### src/rtl/ram_arbiter.sv
// ram_arbiter: two-requester round-robin arbiter for a shared single-port RAM.
// Owner keeps the port for up to MAX_BURST beats while the other side waits.
// Read returns are steered back to the issuer through a READ_LATENCY tag pipe.
module ram_arbiter #(
    parameter int unsigned ADDR_W       = 5,
    parameter int unsigned DATA_W       = 16,
    parameter int unsigned READ_LATENCY = 1,
    parameter int unsigned MAX_BURST    = 4
) (
    input  logic              clock,
    input  logic              rst,
    input  logic              req0,
    input  logic              req1,
    input  logic              we0,
    input  logic              we1,
    input  logic [ADDR_W-1:0] addr0,
    input  logic [ADDR_W-1:0] addr1,
    input  logic [DATA_W-1:0] wdata0,
    input  logic [DATA_W-1:0] wdata1,
    output logic              gnt0,
    output logic              gnt1,
    output logic              rvalid0,
    output logic              rvalid1,
    output logic [DATA_W-1:0] rdata,
    output logic [ADDR_W-1:0] ram_addr,
    output logic [DATA_W-1:0] ram_data,
    output logic              ram_wren,
    input  logic [DATA_W-1:0] ram_q
);

    localparam int unsigned CNT_W = $clog2(MAX_BURST + 1);
    localparam logic [CNT_W-1:0] BURST_MAX = CNT_W'(MAX_BURST);
    localparam logic [CNT_W-1:0] CNT_ONE   = CNT_W'(1);

    typedef enum logic [1:0] {
        OWN_NONE = 2'd0,
        OWN_0    = 2'd1,
        OWN_1    = 2'd2
    } owner_e;

    owner_e                  owner_q, owner_d;
    logic                    last_q, last_d;
    logic [CNT_W-1:0]        count_q, count_d;
    logic [READ_LATENCY-1:0] vld_q, vld_d;
    logic [READ_LATENCY-1:0] tid_q, tid_d;

    logic g0, g1;
    logic sel_we;

    // Arbitration: owner retention first, then sole requester, then round-robin tie.
    always_comb begin
        g0 = 1'b0;
        g1 = 1'b0;
        if (!rst) begin
            if (owner_q == OWN_0 && req0 && (count_q < BURST_MAX || !req1)) begin
                g0 = 1'b1;
            end else if (owner_q == OWN_1 && req1 && (count_q < BURST_MAX || !req0)) begin
                g1 = 1'b1;
            end else if (req0 && req1) begin
                if (last_q) g0 = 1'b1;
                else        g1 = 1'b1;
            end else if (req0) begin
                g0 = 1'b1;
            end else if (req1) begin
                g1 = 1'b1;
            end
        end
    end

    // RAM port mux: follows the grantee, parks at zero when idle.
    always_comb begin
        ram_addr = '0;
        ram_data = '0;
        sel_we   = 1'b0;
        if (g0) begin
            ram_addr = addr0;
            ram_data = wdata0;
            sel_we   = we0;
        end else if (g1) begin
            ram_addr = addr1;
            ram_data = wdata1;
            sel_we   = we1;
        end
        ram_wren = sel_we;
    end

    // Next-state: ownership, burst count and read tag pipeline.
    always_comb begin
        owner_d = owner_q;
        last_d  = last_q;
        count_d = count_q;
        vld_d   = '0;
        tid_d   = '0;
        if (g0 || g1) begin
            owner_d = g1 ? OWN_1 : OWN_0;
            last_d  = g1;
            if (owner_d == owner_q) begin
                count_d = (count_q == BURST_MAX) ? count_q : count_q + CNT_ONE;
            end else begin
                count_d = CNT_ONE;
            end
        end else begin
            owner_d = OWN_NONE;
            count_d = '0;
        end
        vld_d[0] = (g0 || g1) && !sel_we;
        tid_d[0] = g1;
        for (int unsigned i = 1; i < READ_LATENCY; i++) begin
            vld_d[i] = vld_q[i-1];
            tid_d[i] = tid_q[i-1];
        end
    end

    // State registers; reset clears in-flight read tags immediately.
    always_ff @(posedge clock or posedge rst) begin
        if (rst) begin
            owner_q <= OWN_NONE;
            last_q  <= 1'b1;
            count_q <= '0;
            vld_q   <= '0;
            tid_q   <= '0;
        end else begin
            owner_q <= owner_d;
            last_q  <= last_d;
            count_q <= count_d;
            vld_q   <= vld_d;
            tid_q   <= tid_d;
        end
    end

    assign gnt0    = g0;
    assign gnt1    = g1;
    assign rvalid0 = vld_q[READ_LATENCY-1] && !tid_q[READ_LATENCY-1];
    assign rvalid1 = vld_q[READ_LATENCY-1] &&  tid_q[READ_LATENCY-1];
    assign rdata   = ram_q;

endmodule

### config.mk
export PLATFORM = sky130hd
export DESIGN_NAME = ram_arbiter
export DESIGN_NICKNAME = d
export VERILOG_FILES = /design/src/rtl/ram_arbiter.sv
export SDC_FILE = /design/constraint.sdc
export NUM_CORES = 1
export LEC_CHECK = 0
export CORE_MARGIN = 5
export CORE_UTILIZATION = 28
export CTS_CLUSTER_SIZE = 28
export DETAILED_ROUTE_END_ITERATION = 12
export PLACE_DENSITY = 0.87
export SETUP_SLACK_MARGIN = 0.02
export SLEW_MARGIN = 30
export SYNTH_ARGS = -nofsm -noshare
export SYNTH_HDL_FRONTEND = slang
export SYNTH_SLANG_ARGS = --single-unit
### constraint.sdc
create_clock -name clock -period 3.45 [get_ports clock]
set_clock_uncertainty 0.1 [all_clocks]
set_input_delay 0.69 -clock clock [delete_from_list [all_inputs] [get_ports clock]]
set_output_delay 0.69 -clock clock [all_outputs]
set_load 0.05 [all_outputs]
# Word-level counts from Yosys, hierarchy flattened
# Cells that the tools add are included.
# totals
memories,0
word_cells,51
latchBits,0
mem_bits_ro,0
register_bits,8
ram_bits,0
# op_classes
n_div,0
addsub,1
n_reduce_logical,15
n_mul,0
n_lt_le_gt_ge,1
eq_ne,5
mux,24
n_bitwise,0
shift,0
# ops
op,count
16-bit 2-to-1 mux,2
1-bit 2-to-1 mux,15
5-bit 2-to-1 mux,2
3-bit 2-to-1 mux,3
1-bit logical AND,8
1-bit logical NOT,4
2-bit 2-to-1 mux,2
"3-bit by 1-bit adder with 3-bit output, second input constant",1
"3-bit equality test, second input constant",1
1-bit logical OR,3
"3-bit < comparator, second input constant",1
"3-bit != test, second input constant",1
"2-bit by 1-bit equality test with 1-bit output, second input constant",1
2-bit equality test,1
"2-bit equality test, second input constant",1

# Logic depth before layout (Yosys ltp)
# Gate-level depths: netlist of the first run.
# depth
ltp_word,10
depth_mapped,6
mapped_depth_nobuf,6

# Worst setup path before layout of the first run
# OpenSTA, ideal clock, no wires.
# synth_timing
path_type,input-to-output
from,in rst
to,out ram_addr[2]
stages,6
required_ps,2660
arrival_time_ps,2034
n_path_buf,1
slack_ps,626
cell_sequence,inv_1 -> o211ai_2 -> a31o_4 -> inv_4 -> buf_6 -> a22o_1
# synth_via
elab_cells_between_ends,4
classes_between,mux: 4
# synth_lines
element,line_no,source
start: declaration,11,"input logic rst,"
1-bit 2-to-1 mux,54,if (!rst) begin
named net gnt0,20,"output logic gnt0,"
5-bit 2-to-1 mux,75,if (g0) begin
end: declaration,25,"output logic [ADDR_W-1:0] ram_addr,"
# The timed path passes the listed nets, and every way through them passes these cells.

# Worst setup path after layout of the first run
# layout_timing
from,in req0
to,out ram_data[13]
# layout_via
elab_chain_cells,8
elab_cells_between_ends,18
classes_between,mux: 12; reduce/logical: 6
# layout_rtl
element,line_no,source
start: declaration,12,"input logic req0,"
1-bit logical NOT,57,end else if (owner_q == OWN_1 && req1 && (count_q < BURST_MAX || !req0)) begin
1-bit logical OR,57,
1-bit logical AND,57,
1-bit 2-to-1 mux,57,
1-bit 2-to-1 mux,55,if (owner_q == OWN_0 && req0 && (count_q < BURST_MAX || !req1)) begin
1-bit 2-to-1 mux,54,
16-bit 2-to-1 mux,79,end else if (g1) begin
16-bit 2-to-1 mux (*),75,
end: declaration,26,"output logic [DATA_W-1:0] ram_data,"
# Every way passes the cells marked *; elsewhere a longest branch is shown, timed or not.

==> metrics, run 1 <==
crit-path max FO=25; sw power=0.213 mW; num rows=20; Tot Pwr=between 0.5 and 0.6 mW; cell-internal power=around 0.32 mW; Combinational Power Share=approximately 64%; fillers=236; Synth Cell Area=between 800 and 900 um^2; die height=between 60 and 70 um; CP cell instances=clkdlybuf4s50_1 -> and2_1 -> a221oi_4 -> buf_4 -> a22o_1 -> buf_12; cells after synthesis=roughly 90; Worst-path clk slew=roughly 60 ps; DP Wirelength=~2800 um; Post-Synth Simple-Gate Area=12.2%; total CTS buffers=3; clock share of power=about 16%; vias in the first global route=about 960; Die Footprint=about 4300 um^2; multi-input logic area=between 400 and 500 um^2; Setup TNS=0 ps; synthesis-to-layout area growth=105%; endpoints failing hold=0; Crit path buffers/inverters=3; DRT iter0 DRCs=28; Tmin final=just over 3000 ps; global-route wire length before repair=roughly 4700 um; routed via count=about 900; Routed WL=roughly 3300 um; crit path max-delay cell type=clkdlybuf4s50_1; commonest non-fill, non-tap cells in the layout=49 x clkdlybuf4s50_1, 24 x buf_12, 22 x a22o_1, 7 x dfrtp_1; largest family of logic cells by synthesized area=compound AO/OA/AOI/OAI gates; commonest non-fill, non-tap cell in the layout=clkdlybuf4s50_1; Synth Area in Adders=under 10%; synth warn=0; initial antenna violation count=0; NumNets Final=~220; startpoint types=primary input; Clock Latency Late Sink=260 ps; RD Place Congestion=0.853; routed vias/inst=a little under 5; register area=slightly above 200 um^2; CP Capture Type=output pin; # diodes=0; Setup CP Type=primary input to output pin; Worst VDD drop=0.244 mV; TritonCTS Sinks=8; mux cell area share after synthesis=0%; crit path DAT=roughly 2300 ps; Seq pwr share=between 20% and 30%; gr usage total=~14%; crit-path max cell delay=~470 ps; core area=just under 3000 um^2; Clock Tree Root=clkbuf_4; placed cells=between 150 and 200; clk buf depth=2; Hold Buf Count CTS=0; first drt pass iteration count=4; synthesized area per cell=between 9 and 10 um^2; PortBufs=between 70 and 80; Final Slew Violations=0; Ports=106; TritonCTS clock tree=built; chip width=about 65 um; Top delay family on crit path=buffers and inverters; status=complete, no violations; XOR/XNOR Fraction of Synth Area=about 1%; fin crit share=between 90 and 100%; Leak=~0.73 nW; Overflow after GRT=0; Detail Route Antenna Nets=0; Max Cap Viol=0; RSZ-0062 raised after global routing=false; Non-Filler Instances=roughly 180; CP Data Required Time=about 2700 ps; count of unique library cells instantiated by Yosys=30; Max-slew headroom=about two thirds; largest net degree at the start of global routing=26; share of layout cells above drive strength 1=a little over a quarter; Initial Util=approximately 29%; Switching Fraction=39.7%; #FFs+latches synth=8; Net Count, Synth=approximately 160; CTS HTree Levels=1; PD cells=a little over 300 nW/um^2; drt drc=0; sequential fraction of the synthesis area=between 20% and 30%; WL/cell=17.7 um; worst-margin pin slew=507 ps; Post CTS Setup Buffer Count=0; final setup vio count=0; FMAX=322 MHz; compound-cell area share of the yosys netlist=between 30% and 40%; worst hold path type=flop to flop; Resized Gates After CTS=0
-- power by group through the flow --
stage / clock network (mW) / registers [mW] / logic [mW]
2_1_floorplan: 0 / 0.111 / 0.217
3_5_place_dp: 0 / 0.114 / 0.343
6_report: 0.0833 / 0.112 / 0.342
5_1_grt: 0.0912 / 0.113 / 0.354
3_3_place_gp: 0 / 0.112 / 0.337
4_1_cts: 0.0871 / 0.112 / 0.344
-- worst paths after layout --
path	cells past startpoint	slack [ps]	end	startpoint
max reg2reg	6	1680	count_q[0]	count_q[2]
min	1	440	last_q	last_q
max in group asynchronous	3	2380	last_q	rst
min in group asynchronous	3	660	owner_q[1]	rst
max	6	340	ram_data[13]	req0
min reg2reg	1	440	last_q	last_q
-- registers in the layout (all words and copies together), names as in the netlist --
name,flops
tid_q,1
owner_q,2
count_q,3
last_q,1
vld_q,1
-- layout make-up --
class / count / area share, %
repair buffers: 76 / 56.8
multi-input cells: 55 / 26.0
flip-flops and latches: 8 / 11.5
well taps: 33 / 2.36
inverters: 8 / 1.86
clock buffers: 4 / 1.50
-- synth_stat cells (all sizes together) --
| master | count | share of area [%] |
|---|---|---|
| a22o | 22 | 23 |
| buf | 20 | 19 |
| inv | 8 | 3.8 |
| dfrtp | 7 | 21 |
| nand2 | 5 | 2.2 |
| and2 | 3 | 2.2 |
| nand2b | 3 | 3.1 |
| a221oi | 2 | 4.1 |
| ha | 2 | 2.9 |
| nand3 | 2 | 1.2 |
| nor2 | 2 | 0.88 |
| nor3 | 2 | 1.2 |
| o21ai | 2 | 1.6 |
| a21o | 1 | 0.88 |
| a21oi | 1 | 0.59 |
| a31o | 1 | 2.1 |
| dfstp | 1 | 3.1 |
| nand4 | 1 | 0.73 |
| nor2b | 1 | 0.73 |
| o211ai | 1 | 1.5 |
| o21bai | 1 | 1.3 |
| o22a | 1 | 1.0 |
| o22ai | 1 | 1.5 |
| xnor2 | 1 | 1.0 |
-- metal layers --
| layer | global-route usage, % | wire [um] | up-vias |
|---|---|---|---|
| met5 | 0 | 0 | - |
| met4 | 4.92 | 68 | 0 |
| met3 | 4.79 | 265 | 10 |
| met2 | 27.3 | 1910 | 43 |
| met1 | 14.4 | 1010 | 424 |
| li1 | - | - | 435 |
-- cells by family (layout without fill, tap and decap cells) --
family	count (synthesis)	count (layout)
and+or+nand+nor	19	19
xor gates and xnor gates	1	1
DFF	8	8
adders and majority gates	2	2
AOI/OAI and AO/OA	33	33
buffers and inverters	28	88
-- through the flow --
stage | utilization, % | instance area (um^2) | hold WS (ps) | setup WS [ps]
2_1_floorplan | - | 853 | 410 | 626
3_3_place_gp | 57.9 | 1720 | 422 | 390
3_5_place_dp | 57.9 | 1720 | 440 | 341
4_1_cts | 58.7 | 1750 | 448 | 339
5_1_grt | 58.7 | 1750 | 457 | 267
6_report | 58.7 | 1750 | 444 | 343
Power figures use the tool's default switching activity.
==> run 2: changes to the inputs <==
Settings changed: CTS_CLUSTER_SIZE 28 to 10.
==> results of run 2 <==
The final DEF is identical to that of run 1; final timing and power are the same.
